[src/rtl/axil_uart_pkg.sv]
// Shared register map, status bit positions and engine state encoding
// for the AXI4-Lite UART.
package axil_uart_pkg;

  localparam logic [3:0] REG_RX   = 4'h0;
  localparam logic [3:0] REG_TX   = 4'h4;
  localparam logic [3:0] REG_STAT = 4'h8;
  localparam logic [3:0] REG_CTRL = 4'hC;

  localparam int STAT_RX_VALID  = 0;
  localparam int STAT_RX_FULL   = 1;
  localparam int STAT_TX_EMPTY  = 2;
  localparam int STAT_TX_FULL   = 3;
  localparam int STAT_OVERRUN   = 5;
  localparam int STAT_FRAME_ERR = 6;

  localparam logic [1:0] RESP_OKAY = 2'b00;

  typedef enum logic [1:0] {
    IDLE  = 2'd0,
    START = 2'd1,
    DATA  = 2'd2,
    STOP  = 2'd3
  } eng_state_e;

endpackage

[src/rtl/axil_uart_fifo.sv]
// Synchronous FIFO with show-ahead read data and a synchronous clear.
// Pointers carry one extra wrap bit so full/empty need no extra state.
module sync_fifo #(
  parameter int WIDTH = 8,
  parameter int DEPTH = 16
) (
  input  logic                     CLK,
  input  logic                     RST,
  input  logic                     clr,
  input  logic                     push,
  input  logic [WIDTH-1:0]         wdata,
  input  logic                     pop,
  output logic [WIDTH-1:0]         rdata,
  output logic                     full,
  output logic                     empty,
  output logic [$clog2(DEPTH):0]   count
);

  localparam int AW = $clog2(DEPTH);

  logic [WIDTH-1:0] mem [DEPTH];
  logic [AW:0]      wr_ptr;
  logic [AW:0]      rd_ptr;
  logic             do_push;
  logic             do_pop;

  assign empty = (wr_ptr == rd_ptr);
  assign full  = (wr_ptr[AW] != rd_ptr[AW]) && (wr_ptr[AW-1:0] == rd_ptr[AW-1:0]);
  assign count = wr_ptr - rd_ptr;
  assign rdata = mem[rd_ptr[AW-1:0]];

  // A pop frees the slot in the same cycle, so a full FIFO still accepts a push.
  assign do_pop  = pop && !empty;
  assign do_push = push && (!full || do_pop);

  always_ff @(posedge CLK) begin
    if (RST || clr) begin
      wr_ptr <= '0;
      rd_ptr <= '0;
    end else begin
      if (do_push) wr_ptr <= wr_ptr + (AW+1)'(1);
      if (do_pop)  rd_ptr <= rd_ptr + (AW+1)'(1);
    end
  end

  always_ff @(posedge CLK) begin
    if (do_push) mem[wr_ptr[AW-1:0]] <= wdata;
  end

endmodule

[src/rtl/axil_uart.sv]
// AXI4-Lite slave UART: RX/TX byte FIFOs, status/control registers and
// 8N1 serial engines running off a fixed baud divider.
module axil_uart #(
  parameter int BAUD_DIV   = 868,
  parameter int FIFO_DEPTH = 16
) (
  input  logic        CLK,
  input  logic        RST,
  input  logic [3:0]  ARADDR,
  input  logic        ARVALID,
  output logic        ARREADY,
  output logic [31:0] RDATA,
  output logic [1:0]  RRESP,
  output logic        RVALID,
  input  logic        RREADY,
  input  logic [3:0]  AWADDR,
  input  logic        AWVALID,
  output logic        AWREADY,
  input  logic [31:0] WDATA,
  input  logic [3:0]  WSTRB,
  input  logic        WVALID,
  output logic        WREADY,
  output logic [1:0]  BRESP,
  output logic        BVALID,
  input  logic        BREADY,
  output logic        TXD,
  input  logic        RXD
);
  import axil_uart_pkg::*;

  localparam int CW   = $clog2(BAUD_DIV);
  localparam int HALF = BAUD_DIV / 2;
  localparam int FW   = $clog2(FIFO_DEPTH);

  // Handshake rule on every channel: a transfer happens on the rising edge
  // where VALID and READY are both high; VALID never drops before that edge.
  logic        arready_q, rvalid_q, awready_q, bvalid_q;
  logic [31:0] rdata_q, rd_mux, stat;
  logic [3:0]  ar_reg, aw_reg;
  logic        ar_hs, wr_hs, stat_clr;
  logic        overrun, frame_err, overrun_set, frame_set;

  logic        tx_push, tx_pop, tx_clr, tx_full, tx_empty;
  logic [7:0]  tx_rdata;
  logic [FW:0] tx_count;
  logic        rx_push, rx_pop, rx_clr, rx_full, rx_empty;
  logic [7:0]  rx_rdata;
  logic [FW:0] rx_count;

  assign ar_reg   = {ARADDR[3:2], 2'b00};
  assign aw_reg   = {AWADDR[3:2], 2'b00};
  assign ar_hs    = ARVALID && arready_q;
  assign wr_hs    = AWVALID && WVALID && awready_q;
  assign stat_clr = ar_hs && (ar_reg == REG_STAT);
  assign rx_pop   = ar_hs && (ar_reg == REG_RX);
  assign tx_push  = wr_hs && (aw_reg == REG_TX) && WSTRB[0];
  assign tx_clr   = wr_hs && (aw_reg == REG_CTRL) && WDATA[0];
  assign rx_clr   = wr_hs && (aw_reg == REG_CTRL) && WDATA[1];

  always_comb begin
    stat                 = '0;
    stat[STAT_RX_VALID]  = !rx_empty;
    stat[STAT_RX_FULL]   = rx_full;
    stat[STAT_TX_EMPTY]  = tx_empty;
    stat[STAT_TX_FULL]   = tx_full;
    stat[STAT_OVERRUN]   = overrun;
    stat[STAT_FRAME_ERR] = frame_err;
  end

  always_comb begin
    rd_mux = '0;
    case (ar_reg)
      REG_RX:   rd_mux = rx_empty ? 32'h0 : {24'h0, rx_rdata};
      REG_STAT: rd_mux = stat;
      default:  rd_mux = '0;
    endcase
  end

  always_ff @(posedge CLK) begin
    if (RST) begin
      arready_q <= 1'b0;
      rvalid_q  <= 1'b0;
      rdata_q   <= '0;
      awready_q <= 1'b0;
      bvalid_q  <= 1'b0;
    end else begin
      arready_q <= ARVALID && !arready_q && !rvalid_q;
      if (ar_hs) begin
        rvalid_q <= 1'b1;
        rdata_q  <= rd_mux;
      end else if (RREADY) begin
        rvalid_q <= 1'b0;
      end
      awready_q <= AWVALID && WVALID && !bvalid_q && !awready_q;
      if (wr_hs)       bvalid_q <= 1'b1;
      else if (BREADY) bvalid_q <= 1'b0;
    end
  end

  // A new error in the same cycle as the status read survives the clear.
  always_ff @(posedge CLK) begin
    if (RST) begin
      overrun   <= 1'b0;
      frame_err <= 1'b0;
    end else begin
      if (overrun_set)   overrun <= 1'b1;
      else if (stat_clr) overrun <= 1'b0;
      if (frame_set)     frame_err <= 1'b1;
      else if (stat_clr) frame_err <= 1'b0;
    end
  end

  assign ARREADY = arready_q;
  assign RVALID  = rvalid_q;
  assign RDATA   = rdata_q;
  assign RRESP   = RESP_OKAY;
  assign AWREADY = awready_q;
  assign WREADY  = awready_q;
  assign BVALID  = bvalid_q;
  assign BRESP   = RESP_OKAY;

  sync_fifo #(.WIDTH(8), .DEPTH(FIFO_DEPTH)) u_tx_fifo (
    .CLK(CLK), .RST(RST), .clr(tx_clr), .push(tx_push), .wdata(WDATA[7:0]),
    .pop(tx_pop), .rdata(tx_rdata), .full(tx_full), .empty(tx_empty), .count(tx_count)
  );

  logic [7:0]  rx_shift;

  sync_fifo #(.WIDTH(8), .DEPTH(FIFO_DEPTH)) u_rx_fifo (
    .CLK(CLK), .RST(RST), .clr(rx_clr), .push(rx_push), .wdata(rx_shift),
    .pop(rx_pop), .rdata(rx_rdata), .full(rx_full), .empty(rx_empty), .count(rx_count)
  );

  // ---------------- TX engine ----------------
  eng_state_e  tx_state, tx_next;
  logic [CW-1:0] tx_cnt;
  logic [2:0]  tx_bit;
  logic [7:0]  tx_shift;
  logic        tx_line, txd_q, tx_baud_done;

  assign tx_baud_done = (tx_cnt == CW'(BAUD_DIV - 1));

  always_ff @(posedge CLK) begin
    if (RST) tx_state <= IDLE;
    else     tx_state <= tx_next;
  end

  always_comb begin
    tx_next = tx_state;
    case (tx_state)
      IDLE:    if (!tx_empty) tx_next = START;
      START:   if (tx_baud_done) tx_next = DATA;
      DATA:    if (tx_baud_done && (tx_bit == 3'd7)) tx_next = STOP;
      STOP:    if (tx_baud_done) tx_next = tx_empty ? IDLE : START;
      default: tx_next = IDLE;
    endcase
  end

  always_comb begin
    tx_pop  = 1'b0;
    tx_line = 1'b1;
    case (tx_state)
      IDLE:    tx_pop = !tx_empty;
      START:   tx_line = 1'b0;
      DATA:    tx_line = tx_shift[0];
      STOP:    tx_pop = tx_baud_done && !tx_empty;
      default: tx_line = 1'b1;
    endcase
  end

  // TXD is registered, so the start bit lands one edge after the FIFO pop.
  always_ff @(posedge CLK) begin
    if (RST) begin
      txd_q    <= 1'b1;
      tx_cnt   <= '0;
      tx_bit   <= '0;
      tx_shift <= '0;
    end else begin
      txd_q <= tx_line;
      if (tx_pop) begin
        tx_shift <= tx_rdata;
        tx_cnt   <= '0;
        tx_bit   <= '0;
      end else if (tx_state != IDLE) begin
        if (tx_baud_done) begin
          tx_cnt <= '0;
          if (tx_state == DATA) begin
            tx_shift <= {1'b0, tx_shift[7:1]};
            tx_bit   <= tx_bit + 3'd1;
          end
        end else begin
          tx_cnt <= tx_cnt + CW'(1);
        end
      end
    end
  end

  assign TXD = txd_q;

  // ---------------- RX engine ----------------
  eng_state_e  rx_state, rx_next;
  logic [CW-1:0] rx_cnt;
  logic [2:0]  rx_bit;
  logic        rx_meta, rx_sync, rx_prev;
  logic        rx_baud_done, rx_half_done, rx_tick, rx_stop_sample;

  assign rx_baud_done = (rx_cnt == CW'(BAUD_DIV - 1));
  assign rx_half_done = (rx_cnt == CW'(HALF - 1));
  assign rx_tick      = (rx_state == START) ? rx_half_done : rx_baud_done;

  always_ff @(posedge CLK) begin
    if (RST) rx_state <= IDLE;
    else     rx_state <= rx_next;
  end

  always_comb begin
    rx_next = rx_state;
    case (rx_state)
      IDLE:    if (rx_prev && !rx_sync) rx_next = START;
      START:   if (rx_half_done) rx_next = rx_sync ? IDLE : DATA;
      DATA:    if (rx_baud_done && (rx_bit == 3'd7)) rx_next = STOP;
      STOP:    if (rx_baud_done) rx_next = IDLE;
      default: rx_next = IDLE;
    endcase
  end

  always_comb begin
    rx_stop_sample = (rx_state == STOP) && rx_baud_done;
    rx_push        = rx_stop_sample && rx_sync;
    frame_set      = rx_stop_sample && !rx_sync;
    overrun_set    = rx_push && rx_full && !rx_pop && !rx_clr;
  end

  always_ff @(posedge CLK) begin
    if (RST) begin
      rx_meta  <= 1'b1;
      rx_sync  <= 1'b1;
      rx_prev  <= 1'b1;
      rx_cnt   <= '0;
      rx_bit   <= '0;
      rx_shift <= '0;
    end else begin
      rx_meta <= RXD;
      rx_sync <= rx_meta;
      rx_prev <= rx_sync;
      if (rx_state == IDLE) begin
        rx_cnt <= '0;
        rx_bit <= '0;
      end else if (rx_tick) begin
        rx_cnt <= '0;
        if (rx_state == DATA) begin
          rx_shift <= {rx_sync, rx_shift[7:1]};
          rx_bit   <= rx_bit + 3'd1;
        end
      end else begin
        rx_cnt <= rx_cnt + CW'(1);
      end
    end
  end

  logic unused_bits;
  assign unused_bits = ^{ARADDR[1:0], AWADDR[1:0], WDATA[31:8], WSTRB[3:1], tx_count, rx_count};

endmodule
[config.mk]
export PLATFORM = sky130hd
export DESIGN_NAME = axil_uart
export DESIGN_NICKNAME = d
export VERILOG_FILES = /design/src/rtl/axil_uart_pkg.sv /design/src/rtl/axil_uart_fifo.sv /design/src/rtl/axil_uart.sv
export SDC_FILE = /design/constraint.sdc
export NUM_CORES = 1
export LEC_CHECK = 0
export ABC_AREA = 1
export BUFFER_PORTS_ARGS = -buffer_cell sky130_fd_sc_hd__buf_2
export CAP_MARGIN = 5
export CORE_MARGIN = 2
export CORE_UTILIZATION = 30
export CTS_CLUSTER_DIAMETER = 50
export DETAILED_ROUTE_END_ITERATION = 7
export GPL_ROUTABILITY_DRIVEN = 0
export MAX_ROUTING_LAYER = met4
export PLACE_DENSITY_LB_ADDON = 0.08
export SLEW_MARGIN = 5
export SYNTH_ARGS = -nofsm -noshare
export SYNTH_HDL_FRONTEND = slang
export SYNTH_SLANG_ARGS = --single-unit
[constraint.sdc]
create_clock -name CLK -period 5.9 [get_ports CLK]
set_input_delay 0.59 -clock CLK [delete_from_list [all_inputs] [get_ports CLK]]
set_output_delay 0.59 -clock CLK [all_outputs]
set_load 0.01 [all_outputs]
# Word-level counts from Yosys, hierarchy flattened
# Memory sizes are Yosys's and may differ from the RTL's. A register that Yosys moved wholly into a read port is not among the register bits.
# Index checks and enable logic that the tools add are counted.
totals:
  memories: 2
  output_inout_bits: 42
  ram_bits: 256
  register_bits: 108
  elab_cells: 164
  in_bits: 52
mem_list:
  columns: ["name", "words", "width", "rd", "rd_ports_with_merged_regs", "wr", "line_no", "source"]
  rows:
  - ["u_rx_fifo.mem", 16, 8, 1, 1, 1, "axil_uart_fifo.sv:21", "logic [WIDTH-1:0] mem [DEPTH];"]
  - ["u_tx_fifo.mem", 16, 8, 1, 1, 1, "axil_uart_fifo.sv:21", null]
classes:
  n_mux: 37
  n_eq_ne: 28
  n_reduce_logical: 65
  addsub: 8
  bitwise: 1
op_table:
  columns: ["op", "count"]
  rows:
  - ["8-bit two-way mux", 5]
  - ["1-bit logical AND", 30]
  - ["10-bit by 1-bit adder with 10-bit output (second input constant)", 2]
  - ["5-bit by 1-bit adder with 5-bit output (second input constant)", 4]
  - ["10-bit equality test (second input constant)", 2]
  - ["2-bit two-way mux", 9]
  - ["4-bit two-way mux", 4]
  - ["2-bit != test (second input constant)", 8]
  - ["2-bit case mux with 4 select lines", 2]
  - ["8-bit case mux with 2 select lines", 1]
  - ["2-bit nonzero test", 8]
  - ["1-bit two-way mux", 13]
  - ["2-bit equality test (second input constant)", 6]
  - ["1-bit logical NOT", 11]
  - ["10-bit by 9-bit equality test with 1-bit output (second input constant)", 1]
  - ["5-bit equality test", 2]
  - ["10-bit two-way mux", 1]
  - ["3-bit AND reduction", 3]
  - ["4-bit equality test", 2]
  - ["4-bit AND reduction", 2]
  - ["3-bit by 1-bit adder with 3-bit output (second input constant)", 2]
  - ["2-bit by 1-bit equality test with 1-bit output (second input constant)", 3]
  - ["3-bit equality test (second input constant)", 2]
  - ["2-bit logical NOT", 2]
  - ["other kinds (8)", 14]

# Logic depth before layout (Yosys ltp)
logic_depth:
  ltp_word: 9
  depth_mapped: 12
  depth_no_buf: 12

# Cells and area by module
# From an unflattened synthesis, not the netlist that was laid out.
unflattened:
  hier_cells: 1612
  hier_area_um2: 15676.3
modules_own_cells:
  columns: ["mod", "seq_area_each_um2", "area_each_um2", "n_inst", "cells_per_inst"]
  rows:
  - ["sync_fifo at u_tx_fifo", 4124.0, 6247.2, 1, 586]
  - ["sync_fifo at u_rx_fifo", 4124.0, 6177.2, 1, 585]
  - ["axil_uart", 1281.2, 3251.9, 1, 441]

# Worst setup path before layout
# OpenSTA, ideal clock, no wires.
synth_path:
  path_type: "register to register"
  from: "register tx_cnt[0]"
  to: "memory u_tx_fifo.mem[14][0], enable pin"
  n_path_buf: 1
  slack_ns: 3.522
  stages_incl_launch_ff: 11
  arrival_ns: 1.995
  synth_period_minus_slack_ns: 2.378
  setup_time_ns: 0.383
  path_cell_list: "dfxtp_1 ha_1 nand2_1 nor2_1 nand4_1 nand2_1 nand3_4 nand2_4 nand2_4 buf_4 nor3_1"
synth_via:
  elab_chain_len: 8
synth_lines:
  columns: ["element", "line_no", "source"]
  rows:
  - ["start, declared", "axil_uart.sv:136", "logic [CW-1:0] tx_cnt;"]
  - ["start signal, assigned", "axil_uart.sv:192", "tx_cnt <= tx_cnt + CW'(1);"]
  - ["10-bit equality test", "axil_uart.sv:141", "assign tx_baud_done = (tx_cnt == CW'(BAUD_DIV - 1));"]
  - ["1-bit logical AND", "axil_uart.sv:166", "STOP: tx_pop = tx_baud_done && !tx_empty;"]
  - ["1-bit case mux with 2 select lines", "axil_uart.sv:162", "case (tx_state)"]
  - ["1-bit logical AND", "axil_uart_fifo.sv:33", "assign do_pop = pop && !empty;"]
  - ["1-bit logical OR", "axil_uart_fifo.sv:34", "assign do_push = push && (!full || do_pop);"]
  - ["1-bit logical AND", "axil_uart_fifo.sv:34", null]
  - ["1-bit two-way mux", "axil_uart_fifo.sv:47", "if (do_push) mem[wr_ptr[AW-1:0]] <= wdata;"]
  - ["1-bit two-way mux (implied by the code)", "axil_uart_fifo.sv:47", null]
  - ["end, declared", "axil_uart_fifo.sv:21", null]
# Every way passes these cells.

# Final worst setup path
layout_path:
  from: "register tx_state[0]"
  to: "memory u_tx_fifo.mem[5][5], enable pin"
layout_via:
  elab_chain_len: 7
layout_lines:
  columns: ["element", "line_no", "source"]
  rows:
  - ["start, declared", "axil_uart.sv:135", "eng_state_e tx_state, tx_next;"]
  - ["start signal, assigned", "axil_uart.sv:145", "else tx_state <= tx_next;"]
  - ["2-bit equality test or 2-bit logical NOT (tied branches)", "axil_uart.sv:162", null]
  - ["1-bit case mux with 2 select lines *", "axil_uart.sv:162", null]
  - ["1-bit logical AND *", "axil_uart_fifo.sv:33", null]
  - ["1-bit logical OR *", "axil_uart_fifo.sv:34", null]
  - ["1-bit logical AND *", "axil_uart_fifo.sv:34", null]
  - ["1-bit two-way mux *", "axil_uart_fifo.sv:47", null]
  - ["1-bit two-way mux (implied by the code) *", "axil_uart_fifo.sv:47", null]
# Every way passes the cells marked *; elsewhere a longest branch is shown, timed or not.

==> flow_summary.rst <==
.. list-table::
   :header-rows: 1

   * - Metric
     - Value
   * - Actual slew at the worst max-slew pin
     - 1090 ps
   * - Portion of synthesized cell area occupied by the leading cell type
     - 50.4%
   * - CTS buffer count
     - 45
   * - Number of failing hold endpoints at the final stage
     - 0
   * - Final WL
     - 38200 microns
   * - Met2 routed WL
     - 17400 microns
   * - Post-synth design cell area
     - 0.0153 sq mm
   * - Category of the worst setup path launch point
     - flip-flop
   * - Sequence of cells on the critical path
     - inv_1 > ha_1 > inv_1 > nand2_1 > nand3_4 > nand2_4 > nand2_4 > nor3_1
   * - Delay contributed by the slowest stage of the critical path
     - 910 ps
   * - Number of DRC markers after the initial detailed-route iteration
     - 484
   * - Clock transition at the registers of the reported paths
     - 50 ps
   * - Post-route setup TNS
     - 0 ps
   * - Most common cell in the synthesized netlist
     - nand2_1
   * - Proportion of register bits with asynchronous set or reset after synthesis
     - 0%
   * - Clock Root Buffer
     - clkbuf_16
   * - Number of enable-type register cells in the synthesized netlist
     - 256
   * - Clock buffer depth
     - 3
   * - Critical path's slowest cell
     - nor3_1
   * - Pre-antenna DRT Iters
     - 5
   * - Die area
     - 0.0527 sq mm
   * - Post-synthesis register bit count
     - 348
   * - Post-detailed-route wirelength per cell
     - 16.6 microns
   * - Overall Power
     - 0.00604 W
   * - Share of the clock period used by the worst path
     - 52.1%
   * - IO buf count
     - 34
   * - Highest attainable clock frequency
     - 325 MHz
   * - Yosys top cell by area
     - edfxtp_1
   * - Routed length on met3
     - 1280 microns
   * - Proportion of synthesized chip area in sequential cells
     - 62.4%
   * - Synth Flop Type
     - edfxtp_1
   * - Family with the most delay on the worst path
     - simple AND/OR/NAND/NOR gates
   * - Proportion of synthesized area in mux cells
     - 0%
   * - Ant diodes
     - 0
   * - Simple logic cell fraction of the synthesized area
     - 19.0%
   * - Worst ir drop on vdd
     - 0.201 mV
   * - Class of the most critical hold timing path
     - in -> reg
   * - Vias in the first global route
     - 9887
   * - Total of hold buffers inserted after clock tree synthesis
     - 0
   * - Total congestion overflow after global routing
     - 0
   * - Height of the die
     - 230 microns
   * - Global-route usage over all layers
     - 15.2%
   * - Number of max-cap violations
     - 0
   * - Post-synthesis area per instance
     - 9.83 sq um
   * - Num rows
     - 82
   * - Clock tree from TritonCTS
     - done
   * - Gate count after technology mapping
     - 1553
   * - Dominant combinational cell family by area after synthesis
     - simple AND/OR/NAND/NOR gates
   * - Via-to-Cell Ratio
     - 4.41
   * - Num ports
     - 94
   * - Power Density
     - 346 mW/mm^2
   * - Wl on met1
     - 18400 microns
   * - Half-perimeter wire length of the detailed placement result
     - 23700 microns
   * - Leading post-synthesis cells by cell area
     - edfxtp_1, dfxtp_1, nand2_1
   * - Setup violators final
     - 0
   * - Max-slew headroom at the worst pin
     - 26.6%
   * - Number of max-slew violations in the final report
     - 0
   * - Number of levels in the clock H-tree
     - 2
   * - Adder-cell share of the synthesized area
     - 1.72%
   * - Buffer and inverter count on the worst path
     - 2
   * - Compound-cell area share of the yosys netlist
     - 6.77%
   * - Worst setup slack after layout
     - 2820 ps
   * - Share of cells above drive strength 1
     - 9.98%
   * - Crit Path Class
     - reg -> reg
   * - Number of distinct library cell variants in the gate-level netlist after synthesis
     - 40
   * - Synth cell count leaders
     - nand2_1, edfxtp_1, inv_1, nand3_1, dfxtp_1
   * - DRC violations left
     - 0
   * - Warning count from the yosys run
     - 0
   * - Clock sink total
     - 348
   * - Number of nets with antenna violations after detailed routing
     - 0
   * - Status
     - finished, final reports clean
   * - Static Leakage
     - 6.67 nW
   * - Setup repair after global routing missed its margin
     - false
   * - Net count reported at finish
     - 1661
   * - Effective utilization at floorplan
     - 30.4%
   * - Vias post-DR
     - 10100
   * - XOR/XNOR share of the synthesized area
     - 1.43%
   * - Min Clock Period, post-route
     - 3080 ps
   * - Data required time of the worst path
     - 6090 ps
   * - Worst Skew
     - 28.3 ps
   * - Worst setup timing slack at the placement stage
     - 2700 ps
   * - Number of gates resized after cts
     - 0
   * - Highest routed layer
     - met4
   * - Layout overhead on the synthesized area
     - 14.4%
   * - Core area
     - 0.0502 sq mm
   * - Number of post-CTS setup repair buffers
     - 0
   * - Layout Utilization
     - 34.8%
   * - Maximum number of pins on one net before global-route repair
     - 75
   * - Worst-skew pair later-pin latency
     - 580 ps
   * - Critical path endpoint category
     - flip-flop
   * - Worst-path fanout max
     - 21
   * - Worst hold margin
     - 216 ps
   * - Antenna violations before repair
     - 0
   * - Arrival time worst endpoint
     - 3270 ps
   * - Die width
     - 230 microns
   * - First-pass GRT wire length
     - 59500 microns
==> area by class of cell <==
cell class                 instances  area, sq um
multi-input combinational        923         4520
tap                              672          841
sequential                       348         9540
inverter                         215          810
clock inverter                    21          151
fill                            5138        32700
clock buffer                      62         1270
timing repair buffer              55          328
==> routing by layer <==
layer / vias to the layer above / GRT usage (%)
met5: - / -
met1: 4717 / 20.2
li1: 5186 / -
met2: 141 / 23.6
met4: 0 / 4.89
met3: 75 / 2.59
==> path summary, 6_finish.rpt <==
kind | startpoint | slack [ps] | cells past startpoint | endpoint
setup / recovery | tx_state[0] | 2820 | 8 | u_tx_fifo.mem[5][5]
hold reg to reg | rx_meta | 410 | 1 | rx_sync
setup reg to reg | tx_state[0] | 2820 | 8 | u_tx_fifo.mem[5][5]
hold / removal | RXD | 220 | 2 | rx_meta
==> per-stage QoR <==
stage | area [sq um] | instances
after floorplan | 15400 | 1580
after CTS | 17500 | 2296
after global placement | 16000 | 2213
after detailed placement | 16000 | 2213
after global routing | 17500 | 2296
final | 17500 | 2296
==> cells by family (layout without fill, tap and decap cells) <==
family / Yosys count / after routing
and+or+nand+nor: 665 / 665
adders and majority gates: 21 / 21
other: 1 / 28
AOI/OAI and AO/OA: 184 / 184
buffers and inverters: 309 / 353
DFF: 348 / 348
xor gates and xnor gates: 25 / 25
==> cell usage in the layout (no fill, tap or decap), drive strengths merged, types with 2 or more instances in the layout <==
master / count
nor3: 29
nor3b: 3
buf: 55
or2: 2
ha: 21
nand3b: 2
edfxtp: 256
nand3: 189
o21ai: 54
dfxtp: 92
clkbuf: 62
and2: 2
clkinvlp: 4
o211ai: 32
inv: 217
xor2: 18
clkinv: 15
a22oi: 4
nand4: 5
conb: 28
nor2: 82
nand2: 350
a21oi: 90
xnor2: 7
==> power by group <==
group	total (W)	switching [W]	internal, W
sequential	0.00269	0.0000343	0.00265
combinational	0.000744	0.000536	0.000208
clock	0.00261	0.00108	0.00152
==> state kept, by name, indices dropped and copies added (netlist names), 2 cells and up, named ones only <==
name / count
tx_state: 2
rx_shift: 8
u_rx_fifo.mem: 128
RDATA: 8
u_rx_fifo.rd_ptr: 5
rx_bit: 3
tx_cnt: 10
rx_cnt: 10
u_tx_fifo.wr_ptr: 5
u_rx_fifo.wr_ptr: 5
u_tx_fifo.mem: 128
tx_shift: 8
tx_bit: 3
u_tx_fifo.rd_ptr: 5
Power figures use the tool's default switching activity.
